==> src/rtl/matrix_bcm.sv <==
// matrix_bcm: HUB75 scan driver with binary-code-modulated bit-planes and a double-buffered frame RAM.
// Optional MATRIX_BRIGHTNESS_EN adds a global brightness input that trims each on-window.
module matrix_bcm #(
  parameter int DIVIDER   = 3,
  parameter int LENGTH    = 64,
  parameter int BITDEPTH  = 8,
  parameter int SCAN_BITS = 4,
  parameter int LANES     = 2,
  parameter int UNIT      = 8,
  parameter int BLANK     = 2
) (
  input  logic                                 clk,
  input  logic                                 reset_b,
  output logic [$clog2(LENGTH<<SCAN_BITS)-1:0] addr,
  output logic                                 bank,
  input  logic [LANES*3*BITDEPTH-1:0]          data,
  output logic [LANES*3-1:0]                   rgb,
  output logic                                 sclk,
  output logic                                 latch,
  output logic                                 oe_b,
  output logic [SCAN_BITS-1:0]                 select,
  input  logic                                 swap_req,
  output logic                                 swap_ack,
  output logic                                 frame_start
`ifdef MATRIX_BRIGHTNESS_EN
  ,
  input  logic [7:0]                           brightness
`endif
);

  // state   | meaning
  // SHIFT   | shifting plane n while plane n-1 (if any) is displayed
  // WAIT    | shift done, on-timer still running
  // LATCH   | one sclk period with latch=1, oe_b=1, sclk low
  // BLANK   | BLANK clocks of oe_b=1 after a row-select change
  localparam logic [1:0] S_SHIFT = 2'd0;
  localparam logic [1:0] S_WAIT  = 2'd1;
  localparam logic [1:0] S_LATCH = 2'd2;
  localparam logic [1:0] S_BLANK = 2'd3;

  localparam int AW   = $clog2(LENGTH << SCAN_BITS);
  localparam int CW   = (DIVIDER > 0) ? $clog2(DIVIDER + 1) : 1;
  localparam int LW   = $clog2(LENGTH);
  localparam int PW   = (BITDEPTH > 1) ? $clog2(BITDEPTH) : 1;
  localparam int TW   = $clog2((UNIT << (BITDEPTH - 1)) + 1);
  localparam int GW   = (BLANK > 0) ? $clog2(BLANK + 1) : 1;
  localparam int RISE = DIVIDER / 2 + 1;

  logic [1:0]           state, state_n;
  logic [CW-1:0]        cyc, cyc_n;
  logic [LW-1:0]        col, col_n;
  logic [SCAN_BITS-1:0] row, row_nx;
  logic [PW-1:0]        plane, plane_nx, lat_plane;
  logic [TW-1:0]        timer, timer_n, on_cnt, on_cnt_n, win, on_win;
  logic [GW-1:0]        gap, gap_n;
  logic                 row_chg, shift_end, on_last, last_plane, start_shift, enter_latch;
  logic [AW-1:0]        addr_nx;
  logic [LANES*3-1:0]   rgb_nx;

  // Each output bit picks bit 'plane' of its colour field.
  for (genvar gi = 0; gi < LANES * 3; gi++) begin : g_bit
    logic [BITDEPTH-1:0] px;
    assign px         = data[gi*BITDEPTH +: BITDEPTH];
    assign rgb_nx[gi] = px[plane];
  end

`ifdef MATRIX_BRIGHTNESS_EN
  logic [7:0] bri_q;
  always_ff @(posedge clk or negedge reset_b) begin
    if (!reset_b)         bri_q <= 8'd0;
    else if (enter_latch) bri_q <= brightness;
  end
  assign on_win = TW'((32'(win) * (32'(bri_q) + 32'd1)) >> 8);
`else
  assign on_win = win;
`endif

  always_comb begin
    last_plane = (plane == PW'(BITDEPTH - 1));
    row_nx     = last_plane ? row + 1'b1 : row;
    plane_nx   = last_plane ? '0 : plane + 1'b1;
    shift_end  = (col == LW'(LENGTH - 1)) && (cyc == CW'(DIVIDER));
    // Leaving at timer==1 makes the last on-clock coincide with the last wait clock.
    on_last    = (timer <= TW'(1));
    win        = TW'(UNIT) << lat_plane;
    if (col == LW'(LENGTH - 1)) addr_nx = AW'(int'(row_nx) * LENGTH);
    else                        addr_nx = AW'(int'(row) * LENGTH + int'(col) + 1);
  end

  always_comb begin
    state_n     = state;
    cyc_n       = cyc;
    col_n       = col;
    gap_n       = gap;
    start_shift = 1'b0;
    timer_n     = (timer != '0) ? timer - 1'b1 : '0;
    on_cnt_n    = (on_cnt != '0) ? on_cnt - 1'b1 : '0;
    case (state)
      S_SHIFT: begin
        if (shift_end) begin
          cyc_n   = '0;
          state_n = on_last ? S_LATCH : S_WAIT;
        end else if (cyc == CW'(DIVIDER)) begin
          cyc_n = '0;
          col_n = col + 1'b1;
        end else begin
          cyc_n = cyc + 1'b1;
        end
      end
      S_WAIT: if (on_last) state_n = S_LATCH;
      S_LATCH: begin
        if (cyc == CW'(DIVIDER)) begin
          cyc_n = '0;
          if (row_chg && BLANK > 0) begin
            state_n = S_BLANK;
            gap_n   = GW'(BLANK - 1);
          end else begin
            start_shift = 1'b1;
          end
        end else begin
          cyc_n = cyc + 1'b1;
        end
      end
      default: begin
        if (gap == '0) start_shift = 1'b1;
        else           gap_n = gap - 1'b1;
      end
    endcase
    if (start_shift) begin
      state_n  = S_SHIFT;
      col_n    = '0;
      timer_n  = win;
      on_cnt_n = on_win;
    end
    enter_latch = (state_n == S_LATCH) && (state != S_LATCH);
  end

  always_ff @(posedge clk or negedge reset_b) begin
    if (!reset_b) begin
      state       <= S_SHIFT;
      cyc         <= '0;
      col         <= '0;
      row         <= '0;
      plane       <= '0;
      lat_plane   <= '0;
      timer       <= '0;
      on_cnt      <= '0;
      gap         <= '0;
      row_chg     <= 1'b0;
      addr        <= '0;
      bank        <= 1'b0;
      rgb         <= '0;
      sclk        <= 1'b0;
      latch       <= 1'b0;
      oe_b        <= 1'b1;
      select      <= '0;
      swap_ack    <= 1'b0;
      frame_start <= 1'b0;
    end else begin
      state       <= state_n;
      cyc         <= cyc_n;
      col         <= col_n;
      timer       <= timer_n;
      on_cnt      <= on_cnt_n;
      gap         <= gap_n;
      sclk        <= (state_n == S_SHIFT) && (cyc_n >= CW'(RISE));
      latch       <= (state_n == S_LATCH);
      oe_b        <= (on_cnt_n == '0);
      swap_ack    <= 1'b0;
      frame_start <= 1'b0;
      // Capture this column and prefetch the next, so rgb settles a clock before sclk rises.
      if (state == S_SHIFT && cyc == '0) begin
        rgb  <= rgb_nx;
        addr <= addr_nx;
      end
      if (enter_latch) begin
        lat_plane   <= plane;
        plane       <= plane_nx;
        row         <= row_nx;
        frame_start <= (row == '0) && (plane == '0);
        row_chg     <= (plane == '0) && (row != select);
        if (plane == '0) select <= row;
        if (last_plane && (row == '1) && swap_req) begin
          bank     <= ~bank;
          swap_ack <= 1'b1;
        end
      end
    end
  end

endmodule

==> config.mk <==
export PLATFORM = sky130hd
export DESIGN_NAME = matrix_bcm
export DESIGN_NICKNAME = d
export VERILOG_FILES = /design/src/rtl/matrix_bcm.sv
export SDC_FILE = /design/constraint.sdc
export NUM_CORES = 1
export LEC_CHECK = 0
export CAP_MARGIN = 40
export CORE_ASPECT_RATIO = 2
export CORE_MARGIN = 2
export CORE_UTILIZATION = 52
export DETAILED_ROUTE_END_ITERATION = 12
export PLACE_DENSITY_LB_ADDON = 0.05
export SYNTH_ARGS = -nofsm -noshare
export SYNTH_HDL_FRONTEND = slang
export SYNTH_SLANG_ARGS = --single-unit
==> constraint.sdc <==
create_clock -name clk -period 2.33 [get_ports clk]
set_input_delay 0.466 -clock clk [delete_from_list [all_inputs] [get_ports clk]]
set_output_delay 0.466 -clock clk [all_outputs]
set_load 0.05 [all_outputs]
==> results.md <==
* Run status: completed
* Combinational family with the most area after synthesis: simple AND/OR/NAND/NOR gates
* Post-place setup slack at ~0.1 ns
* Synth warn at 0
* LEAKAGE at 2.235 nW
* Die Wd at between 60 and 70 um
* Worst Clk Skew at 0.005502 ns
* Crit-path slowest cell: dfrtp_1
* CORE AREA at roughly 7300 sq um
* Layout cells sized above 1 at between 10% and 20%
* Die area at ~8300 sq um
* All-Layer GR Usage at between 20% and 30%
* Row cnt at between 40 and 50
* CTS clock-pin slew for the worst setup and hold paths at approximately 0.060 ns
* Mapped Avg Cell Area at a little over 10 sq um
* Routability cong. at ~0.85
* Post-Syn Area at ~3900 sq um
* Xor-xnor portion of the synthesized cell area at around 6.7%
* Unrepaired setup endpoints after global routing: false
* Hold violation count in the final report at 0
* Worst Setup SP: on_cnt[1]
* Clk buf depth at 2
* Vias per inst at around 5.6
* Vias in the first global route at roughly 3400
* ANT cells at 0
* Crit end category: flop
* Pwr Density at 540.4 nW/um^2
* Compound-Gate Fraction of Synth Area at roughly an eighth
* Register area share after synthesis at between 40% and 50%
* Tmin final at around 2.2 ns
* Initial antenna violation count at 0
* Critical path class: reg2reg
* Most frequent cells in the layout: 75 x clkdlybuf4s50_1, 70 x dfrtp_1, 48 x nand2_1, 37 x o21ai_0, 27 x nor2_1
* Final worst-path cycle share at between 90 and 100%
* Port Buffers at 76
* Flops & latches, synth at 71
* R2r endpoint: oe_b
* Final std cells w/o fill at between 500 and 600
* TritonRoute pass-1 iters at 4
* Max Cap Violations at 0
* Clk_lat worst skew at roughly 0.33 ns
* Placed cell areas at between 4000 and 5000 sq um
* Dpl cells at 540
* Post-synth net total at 444
* Fin. max-slew vios at 0
* CTS tree: done
* Post-DP HPWL at 7234 um
* R2R depth at 7
* Worst r2r src: on_cnt[1]
* Max incr delay on CP at 0.41 ns
* Crit path launch type: flop
* GRT overflow at 0
* Post-Synthesis Cells at 380
* Commonest non-fill, non-tap cell in the layout: clkdlybuf4s50_1
* Final instance area at 5117 sq um
* Flop2flop setup slack at 0.15 ns
* P&R area growth vs syn at 30.75%
* Initial core utilization at between 50% and 60%
* CTS Buf Count at 9
* Worst-Margin Slew at approximately 0.57 ns
* Setup total negative slack at 0 ns
* Clock sink count at 71
* H-tree depth at 3
* Synth top area cells: dfrtp_1 45%, mux4_2 6.9%, xnor2_1 5.4%, o21ai_0 4.7%, nand2_1 4.6%
* Asr flop ratio synth at 100.0%
* CTS root buffer: clkbuf_16
* Largest net degree at the start of global routing at 72
* Die Y at approximately 130 um
* Worst endpoint data arrival time at ~2.4 ns
* Hold crit path type: in2async
* Synth Area in Adders at roughly 4.2%
* Mux contribution to synthesized area at between 10% and 20%
* # nets final at ~530
* Drc violations at 0
* VDD IR max at approximately 440 uV
* Number of flops mapped to enable cells by yosys at 0
* Fmax achieved at roughly 0.46 GHz
* Endpoints failing setup at 0
* I/O pin count at a little under 80
* Crit path required time at approximately 2.5 ns
* Worst slew margin at 61.58%
* Mean routed wirelength per cell at roughly 17 um
* Synth area leader: dfrtp_1
* Total Wirelength at 9249 um
* Post-route setup slack at between 0.1 and 0.15 ns
* Simple-gate area share of the yosys netlist at 18.09%
* Drt initial violations at 175
* Global-route wire length before repair at roughly 16000 um
* Synth cell types at between 50 and 60
* Synth top area share at 44.76%
* CTS Hold Bufs at 0
* Crit-path max FO at 5
* CP Cell Sequence: inv_1 > ha_1 > nor3b_4 > nand2_1 > or2_0 > a211o_1 > a2111oi_1
* ANT nets after route at 0
* Vias at between 3000 and 4000
* Dominant synthesized flop cell: dfrtp_1
==> synthesized netlist by cell type, types with 2 or more instances <==
cell,n
ha_1,13
o21a_1,2
mux2i_1,7
inv_1,17
clkbuf_1,12
nand4_1,4
nand3b_1,3
dfrtp_1,70
or3_1,2
o31ai_1,9
and2_1,4
a21oi_1,7
xnor2_1,24
o21ai_0,37
mux2_2,2
buf_1,3
nand2b_1,5
o32ai_1,2
nand2_1,48
or4_1,2
nor4_1,4
nor3b_1,2
mux2_1,3
mux4_2,12
and3_1,2
nand3_1,12
o21ai_1,2
nor3_4,2
buf_2,2
nor3_1,4
xor2_1,6
o22ai_1,4
nor2_1,27
nor2b_1,2
==> final cells by class <==
cell class              instances  area [sq um]
multi-input cells             273          1996
clock inverters                 6         60.06
clock buffers                  10         239.0
fillers                       613          2150
inverters                      17         63.81
repair buffers                 89         865.8
well taps                      92         115.1
flip-flops and latches         71          1778
==> metal layers <==
metal	track usage [%]	wire length, um
met5	0	0
met4	10.54	293
met3	4.787	352
met2	47.66	5430
met1	25.21	3173
==> where the power goes <==
group	switching [mW]	internal (mW)
Sequential	0.00330	1.24
Combinational	0.0618	0.100
Clock	0.510	0.851
Total	0.575	2.19
==> worst max-delay path: cells and delay by family (launching register included) <==
kind,cells,cell delay (ns)
AOI/OAI and AO/OA,2,0.65
DFF,1,0.41
buffers and inverters,1,0.07
and+or+nand+nor,3,0.71
adders and majority gates,1,0.22
==> kinds of logic after synthesis <==
logic type      after synthesis
simple gates                134
compound gates               72
flops                        71
buf+inv                      36
xor+xnor                     30
mux                          24
fa+ha+maj                    13
==> metrics by stage <==
step / hold slack [ns] / utilization (%) / power (mW)
finish: 0.1314 / 70.42 / 2.765
floorplan: 0.1704 / - / 1.304
global placement: 0.4589 / 66.01 / 1.426
CTS: 0.1630 / 70.13 / 2.800
global route: 0.1742 / 70.42 / 2.852
detailed placement: 0.4592 / 66.01 / 1.430
==> repair_timing <==
action / CTS / global route
endpoints found under the setup margin: 0 / 1
buffers inserted: 0 / 2
gates resized for setup: 0 / 1
==> registers in the layout (all words and copies together) (netlist names) <==
| signal | count |
|---|---|
| addr | 10 |
| bank | 1 |
| col | 6 |
| cyc | 2 |
| frame_start | 1 |
| gap | 2 |
| lat_plane | 3 |
| latch | 1 |
| oe_b | 1 |
| on_cnt | 11 |
| plane | 3 |
| rgb | 6 |
| row | 4 |
| row_chg | 1 |
| sclk | 1 |
| select | 4 |
| state | 2 |
| swap_ack | 1 |
| timer | 11 |
==> worst max-delay path by stage <==
stage,endpoint
6_report,oe_b
5_1_grt,oe_b
4_1_cts,oe_b
3_5_place_dp,oe_b
3_3_place_gp,oe_b
2_1_floorplan,oe_b
Note: power is estimated with default switching activity, not from simulation.
